File: config.mk
export PLATFORM = sky130hd
export DESIGN_NAME = miriscv_mem_arbiter_flat
export DESIGN_NICKNAME = d
export VERILOG_FILES = /design/src/rtl/miriscv_mem_arb_pkg.sv /design/src/rtl/miriscv_mem_arbiter_if.sv /design/src/rtl/miriscv_rr_arbiter2.sv /design/src/rtl/miriscv_mem_arbiter.sv /design/src/flat_wrapper.sv
export SDC_FILE = /design/constraint.sdc
export NUM_CORES = 1
export LEC_CHECK = 0
export BUFFER_PORTS_ARGS = -buffer_cell sky130_fd_sc_hd__buf_2
export CAP_MARGIN = 20
export CORE_AREA = 3 3 105 107
export DETAILED_ROUTE_END_ITERATION = 7
export DIE_AREA = 0 0 108 110
export MAX_ROUTING_LAYER = met4
export PLACE_DENSITY = 0.73
export SYNTH_ARGS = -nofsm -noshare
export SYNTH_HDL_FRONTEND = slang
export SYNTH_SLANG_ARGS = --single-unit
File: constraint.sdc
create_clock -name clk_i -period 3 [get_ports clk_i]
set_clock_uncertainty 0.1 [all_clocks]
set_input_delay 0.3 -clock clk_i [delete_from_list [all_inputs] [get_ports clk_i]]
set_output_delay 0.3 -clock clk_i [all_outputs]
set_load 0.01 [all_outputs]
File: src/rtl/miriscv_mem_arb_pkg.sv
// Shared types for the instruction/data memory arbiter: FSM states and
// transaction owner.
package miriscv_mem_arb_pkg;

    localparam int unsigned XLEN = 32;

    typedef enum logic [1:0] {
        StIdle,
        StIssue,
        StWait
    } arb_state_e;

    typedef enum logic {
        OwnerInstr = 1'b0,
        OwnerData  = 1'b1
    } arb_owner_e;

endpackage

File: src/rtl/miriscv_mem_arbiter_if.sv
// Bundle of fetch, LSU and shared memory port signals around the arbiter.
// The slave modport is the arbiter's view; master is the core+memory side.
interface miriscv_mem_arbiter_if
    import miriscv_mem_arb_pkg::*;
#(
    parameter int unsigned XLEN = miriscv_mem_arb_pkg::XLEN
) ();

    logic              instr_req_i;
    logic [XLEN-1:0]   instr_addr_i;
    logic              instr_rvalid_o;
    logic [XLEN-1:0]   instr_rdata_o;

    logic              data_req_i;
    logic              data_we_i;
    logic [XLEN/8-1:0] data_be_i;
    logic [XLEN-1:0]   data_addr_i;
    logic [XLEN-1:0]   data_wdata_i;
    logic              data_rvalid_o;
    logic [XLEN-1:0]   data_rdata_o;

    logic              mem_req_o;
    logic              mem_we_o;
    logic [XLEN/8-1:0] mem_be_o;
    logic [XLEN-1:0]   mem_addr_o;
    logic [XLEN-1:0]   mem_wdata_o;
    logic              mem_rvalid_i;
    logic [XLEN-1:0]   mem_rdata_i;

    logic              err_o;

    modport slave (
        input  instr_req_i, instr_addr_i,
        output instr_rvalid_o, instr_rdata_o,
        input  data_req_i, data_we_i, data_be_i, data_addr_i, data_wdata_i,
        output data_rvalid_o, data_rdata_o,
        output mem_req_o, mem_we_o, mem_be_o, mem_addr_o, mem_wdata_o,
        input  mem_rvalid_i, mem_rdata_i,
        output err_o
    );

    modport master (
        output instr_req_i, instr_addr_i,
        input  instr_rvalid_o, instr_rdata_o,
        output data_req_i, data_we_i, data_be_i, data_addr_i, data_wdata_i,
        input  data_rvalid_o, data_rdata_o,
        input  mem_req_o, mem_we_o, mem_be_o, mem_addr_o, mem_wdata_o,
        output mem_rvalid_i, mem_rdata_i,
        input  err_o
    );

endinterface

File: src/rtl/miriscv_rr_arbiter2.sv
// Two-way round-robin picker: bit 0 = fetch, bit 1 = LSU. On a tie the
// requester that did not win last time is granted.
module miriscv_rr_arbiter2
    import miriscv_mem_arb_pkg::*;
(
    input  logic [1:0] req_i,
    input  arb_owner_e last_grant_i,
    output logic [1:0] gnt_o
);

    always_comb begin
        gnt_o = 2'b00;
        unique case (req_i)
            2'b01:   gnt_o = 2'b01;
            2'b10:   gnt_o = 2'b10;
            2'b11:   gnt_o = (last_grant_i == OwnerInstr) ? 2'b10 : 2'b01;
            default: gnt_o = 2'b00;
        endcase
    end

endmodule

File: src/rtl/miriscv_mem_arbiter.sv
// Arbitrates fetch and LSU requests onto a single memory port with one
// transaction outstanding, a WAIT timeout and a sticky protocol error flag.
module miriscv_mem_arbiter
    import miriscv_mem_arb_pkg::*;
#(
    parameter int unsigned XLEN    = miriscv_mem_arb_pkg::XLEN,
    parameter int unsigned TIMEOUT = 255
) (
    input  logic                  clk_i,
    input  logic                  rst_i,
    miriscv_mem_arbiter_if.slave  bus
);

    localparam int unsigned CntW = $clog2(TIMEOUT + 1);

    arb_state_e        state_q, state_d;
    arb_owner_e        owner_q, owner_d;
    arb_owner_e        last_grant_q, last_grant_d;
    logic [CntW-1:0]   cnt_q, cnt_d;
    logic              err_q, err_d;
    logic              mem_req_q, mem_req_d;
    logic              mem_we_q, mem_we_d;
    logic [XLEN/8-1:0] mem_be_q, mem_be_d;
    logic [XLEN-1:0]   mem_addr_q, mem_addr_d;
    logic [XLEN-1:0]   mem_wdata_q, mem_wdata_d;

    logic [1:0]        req, gnt;
    logic              resp_valid;
    logic [XLEN-1:0]   resp_data;

    assign req = {bus.data_req_i, bus.instr_req_i};

    miriscv_rr_arbiter2 u_rr (
        .req_i        (req),
        .last_grant_i (last_grant_q),
        .gnt_o        (gnt)
    );

    always_comb begin
        state_d      = state_q;
        owner_d      = owner_q;
        last_grant_d = last_grant_q;
        cnt_d        = cnt_q;
        err_d        = err_q;
        mem_req_d    = 1'b0;
        mem_we_d     = mem_we_q;
        mem_be_d     = mem_be_q;
        mem_addr_d   = mem_addr_q;
        mem_wdata_d  = mem_wdata_q;
        resp_valid   = 1'b0;
        resp_data    = '0;

        unique case (state_q)
            StIdle: begin
                if (bus.mem_rvalid_i) begin
                    err_d = 1'b1;
                end
                if (gnt[1]) begin
                    owner_d      = OwnerData;
                    last_grant_d = OwnerData;
                    mem_req_d    = 1'b1;
                    mem_we_d     = bus.data_we_i;
                    mem_be_d     = bus.data_be_i;
                    mem_addr_d   = bus.data_addr_i;
                    mem_wdata_d  = bus.data_wdata_i;
                    state_d      = StIssue;
                end else if (gnt[0]) begin
                    owner_d      = OwnerInstr;
                    last_grant_d = OwnerInstr;
                    mem_req_d    = 1'b1;
                    mem_we_d     = 1'b0;
                    mem_be_d     = '1;
                    mem_addr_d   = bus.instr_addr_i;
                    mem_wdata_d  = '0;
                    state_d      = StIssue;
                end
            end
            StIssue: begin
                if (bus.mem_rvalid_i) begin
                    err_d = 1'b1;
                end
                cnt_d   = '0;
                state_d = StWait;
            end
            StWait: begin
                // A response arriving on the timeout cycle still counts as normal.
                if (bus.mem_rvalid_i) begin
                    resp_valid = 1'b1;
                    resp_data  = bus.mem_rdata_i;
                    state_d    = StIdle;
                end else if (cnt_q == CntW'(TIMEOUT)) begin
                    resp_valid = 1'b1;
                    err_d      = 1'b1;
                    state_d    = StIdle;
                end else begin
                    cnt_d = cnt_q + CntW'(1);
                end
            end
            default: state_d = StIdle;
        endcase

        // A transaction abandoned by reset must never be answered.
        if (rst_i) begin
            resp_valid = 1'b0;
            resp_data  = '0;
        end
    end

    always_ff @(posedge clk_i) begin
        if (rst_i) begin
            state_q      <= StIdle;
            owner_q      <= OwnerInstr;
            last_grant_q <= OwnerInstr;
            cnt_q        <= '0;
            err_q        <= 1'b0;
            mem_req_q    <= 1'b0;
            mem_we_q     <= 1'b0;
            mem_be_q     <= '0;
            mem_addr_q   <= '0;
            mem_wdata_q  <= '0;
        end else begin
            state_q      <= state_d;
            owner_q      <= owner_d;
            last_grant_q <= last_grant_d;
            cnt_q        <= cnt_d;
            err_q        <= err_d;
            mem_req_q    <= mem_req_d;
            mem_we_q     <= mem_we_d;
            mem_be_q     <= mem_be_d;
            mem_addr_q   <= mem_addr_d;
            mem_wdata_q  <= mem_wdata_d;
        end
    end

    assign bus.instr_rvalid_o = resp_valid & (owner_q == OwnerInstr);
    assign bus.data_rvalid_o  = resp_valid & (owner_q == OwnerData);
    assign bus.instr_rdata_o  = bus.instr_rvalid_o ? resp_data : '0;
    assign bus.data_rdata_o   = bus.data_rvalid_o ? resp_data : '0;

    assign bus.mem_req_o   = mem_req_q;
    assign bus.mem_we_o    = mem_we_q;
    assign bus.mem_be_o    = mem_be_q;
    assign bus.mem_addr_o  = mem_addr_q;
    assign bus.mem_wdata_o = mem_wdata_q;
    assign bus.err_o       = err_q;

endmodule
File: src/flat_wrapper.sv
// flat-port wrapper written by rule: the top's interface ports become plain ports
module miriscv_mem_arbiter_flat import miriscv_mem_arb_pkg::*;
#(
    parameter int unsigned XLEN    = miriscv_mem_arb_pkg::XLEN,
    parameter int unsigned TIMEOUT = 255
)
  (clk_i, rst_i, bus_instr_req_i, bus_instr_addr_i, bus_instr_rvalid_o, bus_instr_rdata_o, bus_data_req_i, bus_data_we_i, bus_data_be_i, bus_data_addr_i, bus_data_wdata_i, bus_data_rvalid_o, bus_data_rdata_o, bus_mem_req_o, bus_mem_we_o, bus_mem_be_o, bus_mem_addr_o, bus_mem_wdata_o, bus_mem_rvalid_i, bus_mem_rdata_i, bus_err_o);
  miriscv_mem_arbiter_if #(.XLEN(XLEN)) bus_i ();
  input  logic clk_i;
  input  logic rst_i;
  input wire logic [$bits(bus_i.instr_req_i)-1:0] bus_instr_req_i;
  input wire logic [$bits(bus_i.instr_addr_i)-1:0] bus_instr_addr_i;
  output wire logic [$bits(bus_i.instr_rvalid_o)-1:0] bus_instr_rvalid_o;
  output wire logic [$bits(bus_i.instr_rdata_o)-1:0] bus_instr_rdata_o;
  input wire logic [$bits(bus_i.data_req_i)-1:0] bus_data_req_i;
  input wire logic [$bits(bus_i.data_we_i)-1:0] bus_data_we_i;
  input wire logic [$bits(bus_i.data_be_i)-1:0] bus_data_be_i;
  input wire logic [$bits(bus_i.data_addr_i)-1:0] bus_data_addr_i;
  input wire logic [$bits(bus_i.data_wdata_i)-1:0] bus_data_wdata_i;
  output wire logic [$bits(bus_i.data_rvalid_o)-1:0] bus_data_rvalid_o;
  output wire logic [$bits(bus_i.data_rdata_o)-1:0] bus_data_rdata_o;
  output wire logic [$bits(bus_i.mem_req_o)-1:0] bus_mem_req_o;
  output wire logic [$bits(bus_i.mem_we_o)-1:0] bus_mem_we_o;
  output wire logic [$bits(bus_i.mem_be_o)-1:0] bus_mem_be_o;
  output wire logic [$bits(bus_i.mem_addr_o)-1:0] bus_mem_addr_o;
  output wire logic [$bits(bus_i.mem_wdata_o)-1:0] bus_mem_wdata_o;
  input wire logic [$bits(bus_i.mem_rvalid_i)-1:0] bus_mem_rvalid_i;
  input wire logic [$bits(bus_i.mem_rdata_i)-1:0] bus_mem_rdata_i;
  output wire logic [$bits(bus_i.err_o)-1:0] bus_err_o;
  assign bus_i.instr_req_i = bus_instr_req_i;
  assign bus_i.instr_addr_i = bus_instr_addr_i;
  assign bus_instr_rvalid_o = bus_i.instr_rvalid_o;
  assign bus_instr_rdata_o = bus_i.instr_rdata_o;
  assign bus_i.data_req_i = bus_data_req_i;
  assign bus_i.data_we_i = bus_data_we_i;
  assign bus_i.data_be_i = bus_data_be_i;
  assign bus_i.data_addr_i = bus_data_addr_i;
  assign bus_i.data_wdata_i = bus_data_wdata_i;
  assign bus_data_rvalid_o = bus_i.data_rvalid_o;
  assign bus_data_rdata_o = bus_i.data_rdata_o;
  assign bus_mem_req_o = bus_i.mem_req_o;
  assign bus_mem_we_o = bus_i.mem_we_o;
  assign bus_mem_be_o = bus_i.mem_be_o;
  assign bus_mem_addr_o = bus_i.mem_addr_o;
  assign bus_mem_wdata_o = bus_i.mem_wdata_o;
  assign bus_i.mem_rvalid_i = bus_mem_rvalid_i;
  assign bus_i.mem_rdata_i = bus_mem_rdata_i;
  assign bus_err_o = bus_i.err_o;
  miriscv_mem_arbiter #(.XLEN(XLEN), .TIMEOUT(TIMEOUT)) u_core (.clk_i(clk_i), .rst_i(rst_i), .bus(bus_i));
endmodule
Word-level counts from Yosys, hierarchy flattened
Cells that the tools add are included.
Widths: inputs -> output; s select.
Cells by class
  bitwise operators: 4
  reductions and logical operators: 10
  add/sub/neg operators: 1
  equality and inequality tests: 12
  muxes and demuxes: 34
Operators with widths (number)
  $mux 32: 9
  $mux 8: 2
  $pmux 8 s2: 1
  $mux 1: 12
  $pmux 2 s3: 2
  $mux 2: 5
  $add 8x1->8 const B: 1
  $eq 8x8->1 const B: 1
  $mux 4: 2
  $eq 2x2->1 const B: 3
  $reduce_bool 2->1: 3
  $eq 2x1->1 const B: 2
  $ne 2x1->1 const B: 2
  $ne 2x2->1 const B: 2
  $reduce_and 2->1: 2
  $reduce_and 4->1: 1
  $reduce_or 2->1: 2
  $ne 3x1->1 const B: 1
  $ne 3x2->1 const B: 1
  $reduce_and 3->1: 1
  $and 1x1->1: 2
  $logic_not 2->1: 1
  $not 1->1: 2
  $pmux 1 s2: 1
Storage, ports and cells
  register bits: 82
  input bits: 138
  output and inout bits: 137

Logic depth before layout (Yosys ltp)
Gate-level depths: netlist of the first run.
  depth after elaboration: 7
  mapped depth: 7
  mapped depth without buffers: 5

Hierarchy
Synthesis of the first run repeated with hierarchy kept, for this count alone.
Unflattened totals
  cells, all modules: 422
  area, all modules: 3763.6 sq um
Modules (own cells, without submodules)
  miriscv_mem_arbiter: instances 1, cells each 419, area each 3744.8 sq um, sequential area each 1641.6 sq um
  miriscv_rr_arbiter2: instances 1, cells each 3, area each 18.8 sq um, sequential area each 0.0 sq um

Worst setup path before layout of the first run
Ideal clock, no wire load.
  kind: register to output
  start: register u_core.cnt_q[0]
  end: output bus_instr_rdata_o[22]
  stages on the path, launching flop included: 7
  setup slack: 1.016 ns
  arrival time: 1.584 ns
  buffers on the path: 1
  cell sequence: dfxtp_1 -> ha_1 -> and3_4 -> a21oi_1 -> nor4_2 -> buf_2 -> and3_1
Between the ends
  cells in the longest elaborated chain, start to end: 7
Ends and longest elaborated chain
  start: declaration: RTL line miriscv_mem_arbiter.sv:19  | logic [CntW-1:0] cnt_q, cnt_d;
  start signal: assignment: RTL line miriscv_mem_arbiter.sv:125  | cnt_q <= cnt_d;
  $eq 8x8->1: RTL line miriscv_mem_arbiter.sv:91  | end else if (cnt_q == CntW'(TIMEOUT)) begin
  $mux 1: RTL line miriscv_mem_arbiter.sv:91
  $mux 1: RTL line miriscv_mem_arbiter.sv:87  | if (bus.mem_rvalid_i) begin
  $mux 1: RTL line miriscv_mem_arbiter.sv:53  | unique case (state_q)
  $mux 1: RTL line miriscv_mem_arbiter.sv:103  | if (rst_i) begin
  $and 1x1->1: RTL line miriscv_mem_arbiter.sv:135  | assign bus.instr_rvalid_o = resp_valid & (owner_q == OwnerInstr);
  named net bus_instr_rvalid_o: RTL line flat_wrapper.sv:13  | output wire logic [$bits(bus_i.instr_rvalid_o)-1:0] bus_instr_rvalid_o;
  $mux 32: RTL line miriscv_mem_arbiter.sv:137  | assign bus.instr_rdata_o = bus.instr_rvalid_o ? resp_data : '0;
  end: declaration: RTL line flat_wrapper.sv:14  | output wire logic [$bits(bus_i.instr_rdata_o)-1:0] bus_instr_rdata_o;
The timed path passes the listed nets, and every way through them passes these cells.

Worst setup path after layout of the first run
  start: register u_core.cnt_q[0]
  end: output bus_data_rdata_o[3]
Between the ends
  cells in the longest elaborated chain, start to end: 7
Ends and longest elaborated chain
  $eq 8x8->1: RTL line miriscv_mem_arbiter.sv:91
  $mux 1: RTL line miriscv_mem_arbiter.sv:91
  $mux 1: RTL line miriscv_mem_arbiter.sv:87
  $mux 1: RTL line miriscv_mem_arbiter.sv:53
  $mux 1: RTL line miriscv_mem_arbiter.sv:103
  $and 1x1->1: RTL line miriscv_mem_arbiter.sv:136  | assign bus.data_rvalid_o = resp_valid & (owner_q == OwnerData);
  $mux 32: RTL line miriscv_mem_arbiter.sv:138  | assign bus.data_rdata_o = bus.data_rvalid_o ? resp_data : '0;
  end: declaration: RTL line flat_wrapper.sv:21  | output wire logic [$bits(bus_i.data_rdata_o)-1:0] bus_data_rdata_o;
Every way passes these cells.

==> results.yml, run 1 <==
critical_path:
  critPathCaptureType: "output port"
  cpPeakStageDelay_ps: 360
  crit_slowest_cell: "dfxtp_1"
  cp.buffers_inverters: 2
  cp_top_family: "simple AND/OR/NAND/NOR gates"
  arrival_ps: 2130
  timing_worst_setup_path_type: "flip-flop to output port"
  path_cells: "ha_1 > and3_4 > a21oi_1 > and3b_1 > buf_4 > and3_1 > buf_2"
  critical_path.max_fanout: 33
  start_kind: "flip-flop"
  cp_data_required_time_ps: 2600
timing:
  hold_ws_ps: 94.8
  period_share_pct: 84.3
  hold_viol: 0
  setup_viol: 0
  tns_ps: 0
  relSlewSlack_pct: 44.4
  fmax_ghz: 0.396
  period_minus_slack_ps: 2530
  tightestPinTransition_ps: 834
  fin_ws_ps: 472
  rsz0062_at_grt: "false"
  slew_viol_final: 0
drt:
  vias: 4105
  wire_per_inst_um: 15.5
  drt_first_pass_iters: 4
  ant_nets: 0
  routed_wirelength_um: 12600
  drc: 0
  first_iter_violations: 264
  avgViaCountPerCell: 5.04
clock_tree:
  clock_latency_ps: 330
  cts_buffers: 9
  cts_root_buf: "clkbuf_8"
  cts_hold_buf: 0
  numClockSinks: 82
  ctsHtreeMaxLevel: 3
  max-clock-path-buffers: 2
  ctsResizeCount: 0
  cts_tree: "yes"
  post_cts_buffers: 0
  clkSlewWorstSetupHoldPaths_ps: 80
die:
  die-area_um2: 11900
  die_width_um: 108
  die-height_um: 110
  rows: 37
  core_um2: 10200
  io_pins: 275
  start_util_pct: 36.2
logic_synthesis:
  postSynthAreaPerCell_um2: 8.85
  synth_seq_cells: 82
  yosys_warnings: 0
  syn-cell-area_um2: 3700
  ys_types: 38
  synth_fa_ha_area_share_pct: 0.338
  synth_edf_count: 0
  synth_ff_type: "dfxtp_1"
  synth_compound_area_share_pct: 17.0
  yosys.area_share.simple_pct: 24.8
  synth_cells: 418
  synth_xor_xnor_area_share_pct: 0
  muxShareOfSynthArea_pct: 8.66
  synth_top_family_by_area: "simple AND/OR/NAND/NOR gates"
  seq_area_frac_synth_pct: 44.4
  async_flop_share_pct: 0
  syn-num-nets: 557
global_route:
  met1_usage_pct: 21.6
  grt-ovfl-total: 0
  busiest_layer: "met2"
  met3_usage_pct: 3.03
  grt_pass1_wl_um: 18400
  antenna_found_initial: 5
  grtUsageMet2_pct: 38.0
  grt_max_degree: 82
  grt.total_usage_pct: 20.5
  grt_pass1_vias: 3727
power_and_ir_drop:
  ir_worst_vdd_mv: 0.258
  power.leakage_nw: 3.00
  power.density_nw_per_um2: 473
  power_mw: 2.54
final_layout:
  area_growth_pct: 45.0
  fillers: 984
  layout_common_cells: "buf_2, dfxtp_1, nor2_1"
  layout_commonest_cell: "buf_2"
  drive_gt1_share_pct: 45.5
  fin_util_pct: 52.4
  final_net_count: 810
place:
  dpl_worst_slack_ps: 848
  numPortBuffers: 274
  place.detailed.hpwl_um: 9820
  place_congestion: 0.804
min_path:
  worstHoldPathType: "input port to flip-flop"
flow_run:
  maxCapViolations: 0
outcome:
  status: "completed"
-- tightest hold or removal path: cells and delay by family --
kind / cells / cell delay, ps
and+or+nand+nor: 1 / 70
AOI/OAI and AO/OA: 1 / 50
buffers and inverters: 1 / 70
-- layout make-up --
class	instances	area [µm²]	area share, %
antenna	4	10.0	0.187
clock buffer	10	138	2.57
clock inverter	5	55.1	1.03
inverter	2	7.51	0.140
multi-input combinational	294	1910	35.6
sequential	82	1640	30.6
tap	136	170	3.17
timing repair buffer	282	1430	26.7
-- stage by stage --
stage / instance area [µm²] / std cells
5_1_grt: 5360 / 815
2_1_floorplan: 3700 / 418
3_5_place_dp: 5160 / 796
4_1_cts: 5350 / 811
3_3_place_gp: 5160 / 796
6_report: 5360 / 815
-- registers in the layout (all words and copies together), names as in the netlist --
| register | count |
|---|---|
| u_core.bus.err_o | 1 |
| u_core.bus.mem_addr_o | 32 |
| u_core.bus.mem_be_o | 4 |
| u_core.bus.mem_req_o | 1 |
| u_core.bus.mem_wdata_o | 32 |
| u_core.bus.mem_we_o | 1 |
| u_core.cnt_q | 8 |
| u_core.owner_q | 1 |
| u_core.state_q | 2 |
-- path summary, 6_finish.rpt --
path / slack [ps] / from / cells after the start / endpoint
setup / recovery: 470 / u_core.cnt_q[0]$_SDFFE_PP0P_ / 7 / bus_data_rdata_o[3]
hold / removal: 90 / bus_data_wdata_i[18] / 3 / u_core.bus.mem_wdata_o[18]$_SDFFE_PP0P_
setup reg to reg: 1030 / u_core.cnt_q[0]$_SDFFE_PP0P_ / 5 / u_core.cnt_q[5]$_SDFFE_PP0P_
hold reg to reg: 390 / u_core.bus.mem_be_o[2]$_SDFFE_PP0P_ / 2 / u_core.bus.mem_be_o[2]$_SDFFE_PP0P_
-- synthesized netlist by cell type, drive strengths merged (2+ instances only) --
master  instances  area share, %
nand4           2           0.34
buf            13            1.9
clkbuf         27            2.8
a21boi          2           0.41
nor3            5           0.68
mux2i          32            8.7
nand2           5           0.51
inv             2           0.20
o211ai          3           0.61
a22oi          33            6.7
nand2b          2           0.54
a21oi           4           0.54
o31ai           3           0.61
dfxtp          82             44
and3b           2           0.47
nand3           7           0.95
nor2           79            8.0
and3           65             11
a211oi         32            6.5
o21ai           3           0.41
nor2b           4           0.68
o41ai           2           0.47
-- layer usage --
layer | wire length [µm] | vias to the layer above | share of wire (%)
li1 | - | 2030 | -
met1 | 4690 | 1887 | 37
met2 | 6880 | 176 | 55
met3 | 846 | 12 | 6.7
met4 | 180 | 0 | 1.4
met5 | 0 | - | 0
-- logic make-up after synthesis --
| logic type | count (synthesis) |
|---|---|
| DFF | 82 |
| adders and majority gates | 1 |
| buffers and inverters | 42 |
| and+or+nand+nor | 176 |
| muxes | 32 |
| AOI/OAI and AO/OA | 85 |
-- report_power, final --
part           switching, mW  total [mW]  leakage (nW)  internal (mW)
registers             0.0518        1.23         0.675           1.18
logic                  0.299       0.529          2.24          0.230
clock network          0.376       0.776        0.0942          0.400
Power figures use the tool's default switching activity.
==> run 2, diff against run 1 <==
--- a/config.mk
+++ b/config.mk
@@ -7,11 +7,11 @@
 export LEC_CHECK = 0
 export BUFFER_PORTS_ARGS = -buffer_cell sky130_fd_sc_hd__buf_2
 export CAP_MARGIN = 20
-export CORE_AREA = 3 3 105 107
+export CORE_MARGIN = 3
+export CORE_UTILIZATION = 37
 export DETAILED_ROUTE_END_ITERATION = 7
-export DIE_AREA = 0 0 108 110
 export MAX_ROUTING_LAYER = met4
-export PLACE_DENSITY = 0.73
+export PLACE_DENSITY = 0.78
 export SYNTH_ARGS = -nofsm -noshare
 export SYNTH_HDL_FRONTEND = slang
 export SYNTH_SLANG_ARGS = --single-unit
==> constraint.sdc (replaced) <==
create_clock -name clk_i -period 2.2 [get_ports clk_i]
set_clock_uncertainty 0.1 [all_clocks]
set_input_delay 0.22 -clock clk_i [delete_from_list [all_inputs] [get_ports clk_i]]
set_output_delay 0.22 -clock clk_i [all_outputs]
set_load 0.01 [all_outputs]
==> results.yml, run 2 (synthesized netlist as in run 1, its figures left out) <==
clock_tree:
  max-clock-path-buffers: 2
  cts_root_buf: "clkbuf_8"
  clkSlewWorstSetupHoldPaths_ps: 80
  clock_latency_ps: 330
  numClockSinks: 82
  ctsHtreeMaxLevel: 3
  cts_buffers: 9
  cts_tree: "yes"
timing:
  period_minus_slack_ps: 2210
  setup_viol: 4
  slew_viol_final: 0
  hold_viol: 0
  fin_ws_ps: -7.77
  relSlewSlack_pct: 57.7
  period_share_pct: 100
  rsz0062_at_grt: "true"
  fmax_ghz: 0.453
  tns_ps: -17.7
  tightestPinTransition_ps: 634
drt:
  ant_nets: 0
  avgViaCountPerCell: 5.17
  first_iter_violations: 294
  vias: 4262
  drc: 0
  wire_per_inst_um: 16.2
  routed_wirelength_um: 13400
  drt_first_pass_iters: 5
critical_path:
  crit_slowest_cell: "dfxtp_2"
  rr_startpoint: "u_core.cnt_q[0]$_SDFFE_PP0P_"
  startpoint: "u_core.cnt_q[0]$_SDFFE_PP0P_"
  critPathCaptureType: "output port"
  arrival_ps: 1890
  critical_path.max_fanout: 9
  path_cells: "ha_4 > and3_4 > a21oi_4 > nor4_4 > buf_4 > buf_12 > and3_1 > buf_2"
  start_kind: "flip-flop"
  cpPeakStageDelay_ps: 340
  cp_data_required_time_ps: 1880
  timing_worst_setup_path_type: "flip-flop to output port"
power_and_ir_drop:
  power.density_nw_per_um2: 641
  ir_worst_vdd_mv: 0.456
  power.leakage_nw: 3.09
final_layout:
  fin_util_pct: 59.6
  final_net_count: 822
  area_growth_pct: 52.4
  layout_commonest_cell: "buf_2"
  final_cells: 824
  layout_common_cells: "buf_2, nor2_1, dfxtp_1"
  drive_gt1_share_pct: 48.1
global_route:
  grt_pass1_wl_um: 19800
  grt_pass1_vias: 3919
  grt-ovfl-total: 0
  grt_max_degree: 69
  grt.total_usage_pct: 22.5
  antenna_found_initial: 7
die:
  start_util_pct: 39.1
  die-area_um2: 11200
  rows: 35
  die_width_um: 106
  core_um2: 9460
  die-height_um: 106
  io_pins: 275
place:
  place_congestion: 0.913
  placed_cells: 793
  numPortBuffers: 274
  place.detailed.hpwl_um: 9950
flow_run:
  maxCapViolations: 0
min_path:
  hp-start: "bus_data_wdata_i[16]"
  worstHoldPathType: "input port to flip-flop"
outcome:
  status: "complete, but fails checks"
  violations: "negative setup slack"
run 2: repair_timing:
item / in CTS / in global routing
hold buffers: 0 / 1
setup endpoints to repair: 65 / 64
buffers inserted: 2 / 1
hold endpoints to repair: 0 / 1
cloned: 3 / 1
gates resized for setup: 12 / 11
pin swaps: 2 / 7
run 2: layout make-up:
cell class / instances / area, µm²
Timing Repair Buffer: 292 / 1600
Tap cell: 129 / 161
Clock buffer: 12 / 145
Sequential cell: 82 / 1650
Clock inverter: 4 / 75.1
Inverter: 2 / 7.51
Fill cell: 855 / 3820
Multi-Input combinational cell: 296 / 1980
Antenna cell: 7 / 17.5
run 2: stage by stage:
stage	power [mW]	worst slack, ps	hold WS (ps)	cell area, µm²
CTS	3.65	-0.297	3.83	5520
global route	3.81	-83.4	7.72	5640
finish	3.62	-7.77	21.3	5640
floorplan	2.10	296	268	3700
detailed placement	2.45	-36.4	363	5200
global placement	2.42	89.7	355	5200
run 2: worst max-delay path, delay by kind of cell (launching register included):
| family | cells | cell delay (ps) |
|---|---|---|
| AOI/OAI and AO/OA | 1 | 190 |
| buffers and inverters | 3 | 450 |
| DFF | 1 | 340 |
| adders and majority gates | 1 | 150 |
| and+or+nand+nor | 3 | 420 |
run 2: path summary, 6_finish.rpt:
| check | end | slack (ps) | cells past startpoint |
|---|---|---|---|
| worst max-delay path | bus_instr_rdata_o[28] | -8 | 8 |
| worst min-delay path | u_core.bus.mem_wdata_o[16]$_SDFFE_PP0P_ | 20 | 3 |
| worst max register to register | u_core.cnt_q[5]$_SDFFE_PP0P_ | 350 | 6 |
| worst min register to register | u_core.bus.err_o$_SDFFE_PP0P_ | 390 | 2 |
run 2: metal layers:
layer  wire, µm  track usage (%)  up-vias
li1           -                -     2072
met3        866             4.49       33
met4        588             12.3        0
met2       7370             42.6      204
met1       4530             21.2     1953
met5          0                -        -
run 2: report_power, final:
part           switching, mW  leakage (nW)  internal [mW]  total (mW)
combinational          0.416          2.31          0.332       0.748
sequential            0.0733         0.677           1.61        1.68
clock                  0.514         0.103          0.672        1.19
